### src/rtl/bus_pkg.sv
// Shared types and constants for the picorv32 native-bus fabric.
package bus_pkg;

  localparam int unsigned BUS_DW = 32;
  localparam int unsigned BUS_SW = 4;
  localparam logic [31:0] ERR_DATA_DEF = 32'hDEAD_BEEF;

  typedef enum logic [2:0] {
    StIdle,
    StAccess,
    StErr,
    StResp,
    StTurn
  } bus_state_e;

endpackage

### src/rtl/bus_addr_decode.sv
// Combinational priority address decoder: lowest-index matching selector wins.
module bus_addr_decode
  import bus_pkg::*;
#(
  parameter int unsigned NUM_SLAVES = 6,
  parameter int unsigned DEC_BITS   = 4,
  parameter int unsigned SEL_W      = 3
) (
  input  logic [DEC_BITS-1:0]            field,
  input  logic [NUM_SLAVES*DEC_BITS-1:0] slave_sel,
  output logic                           hit,
  output logic [SEL_W-1:0]               sel
);

  // Scan from the top down so a lower index overrides any higher match.
  always_comb begin
    hit = 1'b0;
    sel = '0;
    for (int i = int'(NUM_SLAVES) - 1; i >= 0; i--) begin
      if (slave_sel[i*DEC_BITS +: DEC_BITS] == field) begin
        hit = 1'b1;
        sel = SEL_W'(i);
      end
    end
  end

endmodule

### src/rtl/mem_bus_fabric.sv
// One-master, NUM_SLAVES-slave picorv32 native-bus interconnect with
// registered request/response, miss/timeout termination and fault logging.
module mem_bus_fabric
  import bus_pkg::*;
#(
  parameter int unsigned                     NUM_SLAVES = 6,
  parameter int unsigned                     DEC_LSB    = 12,
  parameter int unsigned                     DEC_BITS   = 4,
  parameter logic [NUM_SLAVES*DEC_BITS-1:0]  SLAVE_SEL  = 24'h54_3210,
  parameter int unsigned                     TIMEOUT    = 255,
  parameter logic [BUS_DW-1:0]               ERR_DATA   = ERR_DATA_DEF
) (
  input  logic                         clk,
  input  logic                         rst_n,
  input  logic                         m_valid,
  output logic                         m_ready,
  input  logic [BUS_DW-1:0]            m_addr,
  input  logic [BUS_DW-1:0]            m_wdata,
  input  logic [BUS_SW-1:0]            m_wstrb,
  output logic [BUS_DW-1:0]            m_rdata,
  output logic [NUM_SLAVES-1:0]        s_valid,
  output logic [BUS_DW-1:0]            s_addr,
  output logic [BUS_DW-1:0]            s_wdata,
  output logic [BUS_SW-1:0]            s_wstrb,
  input  logic [NUM_SLAVES-1:0]        s_ready,
  input  logic [NUM_SLAVES*BUS_DW-1:0] s_rdata,
  output logic                         bus_err,
  output logic [BUS_DW-1:0]            err_addr,
  output logic [7:0]                   err_count
);

  localparam int unsigned SEL_W = (NUM_SLAVES > 1) ? $clog2(NUM_SLAVES) : 1;
  localparam int unsigned CNT_W = (TIMEOUT > 1) ? $clog2(TIMEOUT + 1) : 1;

  bus_state_e          state_q, state_d;
  logic [SEL_W-1:0]    sel_q, sel_d;
  logic [BUS_DW-1:0]   addr_q, addr_d;
  logic [BUS_DW-1:0]   wdata_q, wdata_d;
  logic [BUS_SW-1:0]   wstrb_q, wstrb_d;
  logic [CNT_W-1:0]    cnt_q, cnt_d;
  logic [BUS_DW-1:0]   rdata_q, rdata_d;
  logic                bus_err_q, bus_err_d;
  logic [BUS_DW-1:0]   err_addr_q, err_addr_d;
  logic [7:0]          err_count_q, err_count_d;

  logic                dec_hit;
  logic [SEL_W-1:0]    dec_sel;
  logic                sel_ready;
  logic [BUS_DW-1:0]   sel_rdata;
  logic                fault;

  bus_addr_decode #(
    .NUM_SLAVES(NUM_SLAVES),
    .DEC_BITS  (DEC_BITS),
    .SEL_W     (SEL_W)
  ) u_decode (
    .field    (m_addr[DEC_LSB +: DEC_BITS]),
    .slave_sel(SLAVE_SEL),
    .hit      (dec_hit),
    .sel      (dec_sel)
  );

  assign sel_ready = s_ready[sel_q];
  assign sel_rdata = s_rdata[BUS_DW*sel_q +: BUS_DW];

  always_comb begin
    state_d     = state_q;
    sel_d       = sel_q;
    addr_d      = addr_q;
    wdata_d     = wdata_q;
    wstrb_d     = wstrb_q;
    cnt_d       = cnt_q;
    rdata_d     = rdata_q;
    bus_err_d   = 1'b0;
    err_addr_d  = err_addr_q;
    err_count_d = err_count_q;
    fault       = 1'b0;

    unique case (state_q)
      StIdle: begin
        if (m_valid) begin
          addr_d  = m_addr;
          wdata_d = m_wdata;
          wstrb_d = m_wstrb;
          sel_d   = dec_sel;
          cnt_d   = '0;
          state_d = dec_hit ? StAccess : StErr;
        end
      end
      StAccess: begin
        // A ready arriving on the timeout cycle still completes normally.
        if (sel_ready) begin
          rdata_d = sel_rdata;
          state_d = StResp;
        end else if (cnt_q == CNT_W'(TIMEOUT)) begin
          fault   = 1'b1;
          state_d = StResp;
        end else begin
          cnt_d = cnt_q + 1'b1;
        end
      end
      StErr: begin
        fault   = 1'b1;
        state_d = StResp;
      end
      StResp:  state_d = StTurn;
      StTurn:  state_d = StIdle;
      default: state_d = StIdle;
    endcase

    if (fault) begin
      rdata_d    = ERR_DATA;
      bus_err_d  = 1'b1;
      err_addr_d = addr_q;
      if (err_count_q != 8'hFF) begin
        err_count_d = err_count_q + 8'd1;
      end
    end
  end

  always_ff @(posedge clk or negedge rst_n) begin
    if (!rst_n) begin
      state_q     <= StIdle;
      sel_q       <= '0;
      addr_q      <= '0;
      wdata_q     <= '0;
      wstrb_q     <= '0;
      cnt_q       <= '0;
      rdata_q     <= '0;
      bus_err_q   <= 1'b0;
      err_addr_q  <= '0;
      err_count_q <= '0;
    end else begin
      state_q     <= state_d;
      sel_q       <= sel_d;
      addr_q      <= addr_d;
      wdata_q     <= wdata_d;
      wstrb_q     <= wstrb_d;
      cnt_q       <= cnt_d;
      rdata_q     <= rdata_d;
      bus_err_q   <= bus_err_d;
      err_addr_q  <= err_addr_d;
      err_count_q <= err_count_d;
    end
  end

  // Handshake outputs derive only from registered state, so reset clears them at once.
  assign s_valid   = (state_q == StAccess) ? (NUM_SLAVES'(1) << sel_q) : '0;
  assign s_wstrb   = (state_q == StAccess) ? wstrb_q : '0;
  assign m_ready   = (state_q == StResp);
  assign s_addr    = addr_q;
  assign s_wdata   = wdata_q;
  assign m_rdata   = rdata_q;
  assign bus_err   = bus_err_q;
  assign err_addr  = err_addr_q;
  assign err_count = err_count_q;

endmodule
### config.mk
export PLATFORM = sky130hd
export DESIGN_NAME = mem_bus_fabric
export DESIGN_NICKNAME = d
export VERILOG_FILES = /design/src/rtl/bus_pkg.sv /design/src/rtl/bus_addr_decode.sv /design/src/rtl/mem_bus_fabric.sv
export SDC_FILE = /design/constraint.sdc
export NUM_CORES = 1
export LEC_CHECK = 0
export ABC_AREA = 1
export ABC_CLOCK_PERIOD_IN_PS = 2600
export CAP_MARGIN = 40
export CORE_AREA = 5 5 160 162
export CTS_CLUSTER_DIAMETER = 100
export CTS_CLUSTER_SIZE = 14
export DETAILED_ROUTE_END_ITERATION = 12
export DIE_AREA = 0 0 165 167
export PLACE_DENSITY = 0.72
export SYNTH_ARGS = -nofsm -noshare
export SYNTH_HDL_FRONTEND = slang
export SYNTH_SLANG_ARGS = --single-unit
export TNS_END_PERCENT = 30
### constraint.sdc
create_clock -name clk -period 2.6 [get_ports clk]
set_input_delay 0.26 -clock clk [delete_from_list [all_inputs] [get_ports clk]]
set_output_delay 0.26 -clock clk [all_outputs]
set_load 0.01 [all_outputs]
# == After elaboration in Yosys (flattened, before gate mapping) ==
# Cells that the tools add are included.
# classes
eq_ne,14
n_shift,2
add_sub_neg,2
mux,32
reduce_logical,10
order_cmp,1
# op_table
cell,count
$shiftx A192 B9 Y32,1
$mux W32,3
$mux W3,9
$mux W8,3
$add A8 B1 Y8 const B,2
$pmux W8 S2,1
$pmux W3 S4,1
$mux W1,10
$eq A2 B4 Y1 const A,2
$eq A3 B4 Y1 const A,2
$eq A8 B8 Y1 const B,1
$ne A8 B8 Y1 const B,1
$reduce_and A2 Y1,4
$eq A3 B2 Y1 const B,2
$mux W6,1
$ne A2 B2 Y1 const B,3
$reduce_bool A2 Y1,3
$shl A1 B3 Y6 const A,1
$eq A1 B4 Y1 const A,1
$logic_not A4 Y1,1
$lt A3 B4 Y1 const B,1
$mux W4,1
$reduce_and A4 Y1,1
$bmux W1 S3,1
5 further kinds,5
# totals
reg_bits,155
output_inout_bits,148

# == Longest topological paths before layout ==
# Gate-level depths: netlist (run 1).
# depth
depth_word,10
depth_mapped,14

# == Cells and area by module ==
# Synthesis (run 1) repeated with hierarchy kept, for this count alone.
# hier_totals
hier_cells,1267
hier_area_um2,8687.1
# by_module_without_submodules
mod,cells_per_inst,area_per_inst_um2,instances
mem_bus_fabric,1192,8266.7,1
bus_addr_decode,75,420.4,1

# == Least setup slack after synthesis (run 1) ==
# Ideal clock, no wire load.
# synth_path
path_kind,reg-to-reg
startpoint,register state_q[2]
endpoint,"register addr_q[0], in the netlist s_addr[0]"
t_arrival_ps,1497
synth_period_minus_slack_ps,1622
n_path_buf,2
setup_ps,125
required_time_ps,2475
setup_slack_ps,978
path_stages_with_launch,7
path_cell_list,dfrtp_1 > nor2_1 > nand2_1 > nor2_1 > buf_4 > buf_6 > mux2_2
# synth_via
elab_chain_len,2
# synth_rtl
element,line_no,rtl
start: declaration,mem_bus_fabric.sv:35,"bus_state_e state_q, state_d;"
start signal: assignment,mem_bus_fabric.sv:123,state_q <= StIdle;
start signal: assignment,mem_bus_fabric.sv:134,state_q <= state_d;
$logic_not A3 Y1,mem_bus_fabric.sv:79,unique case (state_q)
$reduce_and A2 Y1 (no line),n/a,
end signal: assignment,mem_bus_fabric.sv:136,addr_q <= addr_d;
end: declaration,mem_bus_fabric.sv:37,"logic [BUS_DW-1:0] addr_q, addr_d;"
# No other way between the ends.
# A chain may end at the register's enable or synchronous reset.

# == Worst setup path in the final report (run 1) ==
# layout_path
startpoint,register sel_q[1]
endpoint,output port s_valid[5]
# layout_via
elab_chain_len,2
# layout_rtl
element,line_no,rtl
start: declaration,mem_bus_fabric.sv:36,"logic [SEL_W-1:0] sel_q, sel_d;"
start signal: assignment,mem_bus_fabric.sv:135,sel_q <= sel_d;
$shl A1 B3 Y6,mem_bus_fabric.sv:148,assign s_valid = (state_q == StAccess) ? (NUM_SLAVES'(1) << sel_q) : '0;
$mux W6,mem_bus_fabric.sv:148,
end: declaration,mem_bus_fabric.sv:21,"output logic [NUM_SLAVES-1:0] s_valid,"
# No other way between the ends.

==> out/summary.txt, run 1 <==
CP required - 2.34 ns
Starting Density - 34.28%
VDD IR max - 616.1 uV
Final WL - 35210 um
Ys Warns - 0
Reg clk slew, reported paths - 0.08 ns
Slew @ Worst Pin - 0.7308 ns
Clock Skew - 0.01863 ns
Routability cong. - 0.8906
Chip Height - 167 um
Startpoint types - flop
WS Path Type - reg2out
CORE AREA - 23960 um^2
CTS buffer count - 17
Max Used Layer - met5
Post-synth top cells - nand2_1 (516), dfrtp_1 (155), nand3_1 (102)
P&R area growth vs syn - 62.09%
Core Rows - 57
Top-count cell post-synth - nand2_1
First-pass GRT wire length - 52230 um
Setup WS pre-CTS - 0.3708 ns
Nets - 1732
Syn_area_per_cell - 7.749 um^2
Hold Vio Cnt, Final - 0
PwrDens - 1158 nW/um^2
Detailed Routing Iterations Pass 1 - 6
Vias in the first global route - 8917
Pleak - 6.276 nW
RSZ-0062 raised after global routing - no
Cell Count, Final, Fillers Out - 1800
Cell variety after synth - 29
Max Cap Viol - 0
Status - finished clean
Max-slew violations - 0
Asr flop ratio synth - 100.0%
Setup violations, final - 0
Vias/cell - 4.842
Post-synthesis cell area - 8214 um^2
Share of cells above drive strength 1 - 9.430%
Die width - 165 um
Final period util - 97.93%
Initial antenna violation count - 5
WP data arrival - 2.29 ns
Total GRT Usage - 24.82%
Iter 0 DRT Violations - 690
Multi-input gate area - 3804 um^2
Met3 wire length - 3734 um
Largest cells by area after synthesis - dfrtp_1 (47%), nand2_1 (24%), mux2_2 (8.4%)
Post_cts resized - 0
Final min period - 2.546 ns
Post-synthesis sequential area ratio - 47.22%
Max-slew headroom - 51.28%
Post-layout util - 55.56%
I/O Buffers - 416
Clock root cell - clkbuf_16
Drc violations - 0
I/O Pins - 417
Fmax - 0.3928 GHz
Clk_lat worst skew - 0.43 ns
Antenna Nets Post-Route - 0
Total Die Area - 27560 um^2
Largest area contributor in the netlist - dfrtp_1
Seq cells post-synth - 155
Clk sinks - 155
Cells after Synth - 1060
Pin count of the biggest net entering global routing - 63
Htree depth - 4
Syn nets - 1331
Met2 routed WL - 17100 um
Fillers - 2252
Hold WC Path Type - in2async
Total congestion overflow - 0
Critical Path Sink Type - output pin
Hpwl dp - 27110 um
DR vias - 8715
Post-synth top area share - 47.22%
WL per Instance - 19.56 um
Register area - 3880 um^2
Post-synth top flop - dfrtp_1
CTS tree - yes
M1 WL - 13040 um
Setup TNS - 0 ns
Number of synthesized flops with an enable pin - 0
CTS Buffer Depth - 2
Max FO, Critical Path - 11
Placed Cells incl. Taps - 1764
PnR worst setup slack - 0.05390 ns
[path summary, 6_finish.rpt]
path	depth (start not counted)	start	slack [ns]	endpoint
worst max-delay path	4	sel_q[1]	0.05	s_valid[5]
worst min register to register	2	m_rdata[21]	0.48	m_rdata[21]
worst max register to register	13	sel_q[0]	0.36	m_rdata[11]
max in group asynchronous	3	rst_n	1.36	err_addr[25]
min in group clk	3	m_addr[12]	0.41	s_addr[12]
worst min-delay path	2	rst_n	0.41	m_rdata[14]
[power by group]
group	total [mW]	switching (mW)	internal (mW)	leakage, nW
registers	4.31	0.763	3.55	1.92
logic	8.54	4.56	3.98	4.07
clock network	2.57	1.19	1.38	0.290
total	15.4	6.51	8.91	6.28
[worst max-delay path, stage by stage (launching register included)]
cell             delay [ns]
dfrtp_1                0.44
inv_2                  0.28
nand2_2                0.18
nor3_1                 0.35
clkdlybuf4s50_1        0.61
[logic make-up after synthesis]
kind of cell    Yosys count  synth area share, %
mux                      61                8.363
fa+ha+maj                 2               0.3046
xor+xnor                 11                1.173
buf+inv                 111                6.656
flops                   155                47.22
simple gates            678                33.66
compound gates           42                2.620
[timing repair]
item,in CTS,in global routing
endpoints found under the setup margin,0,1
endpoints found under the hold margin,57,0
hold buffers,1,0
setup buffers,0,1
[placed cells by master (no fill, tap or decap), drive strengths merged, types with 2 or more instances in the layout]
cell type      count
nor2              32
dfrtp            155
xor2               8
clkdlybuf4s50    415
inv               62
or2                4
buf               25
o21ai             11
nand4             10
xnor2              3
diode              2
clkbuf            18
a21oi             27
o22ai              4
nand2            519
mux2              61
clkinv             2
nand3            103
nor3               9
ha                 2
[through the flow]
step | hold slack, ns | total power, mW | area [um^2]
floorplan | -0.03559 | 8.716 | 8214
global placement | 0.3136 | 12.77 | 12680
detailed placement | 0.3165 | 12.93 | 12690
CTS | 0.3939 | 15.57 | 13300
global route | 0.4172 | 16.52 | 13310
finish | 0.4125 | 15.42 | 13310
[registers in the layout, indices dropped and copies added (netlist names)]
| name | count |
|---|---|
| wstrb_q | 4 |
| err_count | 8 |
| state_q | 3 |
| s_addr | 32 |
| m_rdata | 32 |
| sel_q | 3 |
| err_addr | 32 |
| cnt_q | 8 |
| bus_err | 1 |
| s_wdata | 32 |
[metal layers]
metal	vias up	GRT usage (%)
met5	-	0
met4	6	9.403
met3	56	9.738
met2	411	41.76
met1	4082	28.26
li1	4160	-
[area by class of cell]
type,instances,area share [%]
clock inverter,14,1.259
multi-input combinational,794,28.57
clock buffer,18,3.223
timing repair buffer,441,33.24
antenna,2,0.03759
inverter,52,1.485
tap,324,3.045
sequential,155,29.14
(Power assumes the default switching activity.)
==> run 2, diff against run 1 <==
--- a/config.mk
+++ b/config.mk
@@ -13,7 +13,7 @@
 export CTS_CLUSTER_SIZE = 14
 export DETAILED_ROUTE_END_ITERATION = 12
 export DIE_AREA = 0 0 165 167
-export PLACE_DENSITY = 0.72
+export PLACE_DENSITY_LB_ADDON = 0.2
 export SYNTH_ARGS = -nofsm -noshare
 export SYNTH_HDL_FRONTEND = slang
 export SYNTH_SLANG_ARGS = --single-unit
==> run 2 against run 1 <==
Count of clock-buffer cells in the layout unchanged. Non-clock buffer count unchanged. Register-to-register slack gained 0.19 ns. Flip-flop and latch count is the same. Cell count shrank 0.11%. Clock power decreased by 2%.
==> out/summary.txt, run 2 (same netlist as run 1, synthesis figures left out) <==
WS Path Type - reg2out
Fmax - 0.4095 GHz (+4.3%)
Buffer and inverter count on the worst path - 2 (unchanged)
First-pass GRT wire length - 50690 um (-3.0%)
Clock Skew - 0.01089 ns (-0.007743 ns)
CTS Buffer Depth - 2 (unchanged)
Vias in the first global route - 8787 (-1.5%)
Detailed Routing Iterations Pass 1 - 5 (-1)
Reg clk slew, reported paths - 0.07 ns (about the same)
Max FO, Critical Path - 13 (+2)
Crit path max-delay family - buffers and inverters
Critical Path Sink Type - output pin
Clock root cell - clkbuf_16
Final period util - 93.92% (-4.0 points)
Post-CTS Setup Repair Bufs - 0 (unchanged)
WL per Instance - 18.66 um (-4.6%)
Die width - 165 um (unchanged)
PwrDens - 1145 nW/um^2 (-1.1%)
Most common cell after layout, fill and taps aside - nand2_1
Max Cap Viol - 0 (unchanged)
I/O Pins - 417 (unchanged)
Nets - 1732 (unchanged)
P&R area growth vs syn - 61.93% (about the same)
Slew @ Worst Pin - 0.7127 ns (-0.01813 ns)
Vias/cell - 4.781 (-1.2%)
Max incr delay on CP - 0.60 ns (about the same)
Antenna Nets Post-Route - 0 (unchanged)
Setup violations, final - 0 (unchanged)
WP data arrival - 2.18 ns (-0.11 ns)
Crit-path slowest cell - clkdlybuf4s50_1
Setup TNS - 0 ns (unchanged)
Initial antenna violation count - 2 (-3)
CTS tree - yes
Clk sinks - 155 (unchanged)
RSZ-0062 raised after global routing - no
Most frequent cells in the layout - nand2_1 (515), clkdlybuf4s50_1 (415), dfrtp_1 (154)
I/O Buffers - 416 (unchanged)
Max-slew violations - 0 (unchanged)
Worst path cell trace - nor3_4, inv_2, nor3_1, clkdlybuf4s50_1
CORE AREA - 23960 um^2 (unchanged)
Share of cells above drive strength 1 - 9.504% (+0.074 points)
Chip Height - 167 um (unchanged)
Core Rows - 57 (unchanged)
Htree depth - 4 (unchanged)
Pin count of the biggest net entering global routing - 67 (+6.3%)
Clk_lat worst skew - 0.42 ns (about the same)
Routability cong. - 0.8752 (-1.7%)
Starting Density - 34.28% (unchanged)
Pleak - 6.275 nW (about the same)
Status - finished clean
Hold Vio Cnt, Final - 0 (unchanged)
CTS buffer count - 17 (unchanged)
Hold_ws - 0.4128 ns (+0.0003050 ns)
Max-slew headroom - 52.49% (+1.2 points)
Hpwl dp - 25780 um (-4.9%)
Final min period - 2.442 ns (-0.1041 ns)
Total congestion overflow - 0 (unchanged)
Iter 0 DRT Violations - 497 (-28%)
Startpoint types - flop
Total GRT Usage - 23.65% (-1.2 points)
VDD IR max - 603.2 uV (-2.1%)
Hold WC Path Type - in2reg
CP required - 2.34 ns (about the same)
Total Die Area - 27560 um^2 (unchanged)
Final WL - 33550 um (-4.7%)
DR vias - 8597 (-1.4%)
Drc violations - 0 (unchanged)
==> run 2: timing repair <==
action	in CTS	in global routing
hold buffers	1	0
hold endpoints to repair	63	0
gates resized for setup	0	1
endpoints found under the setup margin	0	1
==> run 2: final timing paths <==
| path | depth (start not counted) | end | from | slack, ns |
|---|---|---|---|---|
| max | 4 | s_valid[5] | state_q[1] | 0.16 |
| min | 3 | wstrb_q[2] | m_wstrb[2] | 0.41 |
| max reg2reg | 8 | err_count[0] | state_q[1] | 0.55 |
| min reg2reg | 2 | m_rdata[21] | m_rdata[21] | 0.48 |
| max in group asynchronous | 3 | m_rdata[19] | rst_n | 1.44 |
| min in group asynchronous | 2 | state_q[2] | rst_n | 0.45 |
==> run 2: area by class of cell <==
type | instances | area (um^2)
Tap cell | 324 | 405.4
Fill cell | 2241 | 10660
Clock buffer | 18 | 439.2
Clock inverter | 13 | 152.6
Timing Repair Buffer | 441 | 4420
Antenna cell | 1 | 2.502
Multi-Input combinational cell | 794 | 3804
Inverter | 52 | 197.7
Sequential cell | 155 | 3880
==> run 2: per-layer routing <==
layer	part of all wire [%]	vias up	track usage [%]
met1	39	4034	27.83
met3	11	38	9.614
met5	0.039	-	0
met4	2.2	2	6.618
met2	48	366	39.67
li1	-	4157	-
==> run 2: worst reg2reg max path: cells and delay by family, from the launching register on <==
kind / cells / cell delay [ns]
and+or+nand+nor: 7 / 1.31
DFF: 1 / 0.44
buffers and inverters: 1 / 0.19
==> run 2: per-stage QoR <==
step	instance area, um^2	util, %	std cells	total power, mW	worst slack, ns
after floorplan	8214	-	1060	8.716	0.9783
after global placement	12660	52.84	1763	12.70	0.5132
after detailed placement	12690	52.97	1765	12.82	0.4826
after CTS	13290	55.48	1797	15.42	0.08154
after global routing	13300	55.50	1797	16.40	0.04107
final	13300	55.51	1798	15.24	0.1580
==> run 2: report_power, final <==
part | leakage (nW) | switching (mW) | internal, mW
clock network | 0.292 | 1.11 | 1.39
registers | 1.92 | 0.756 | 3.55
logic | 4.07 | 4.47 | 3.96
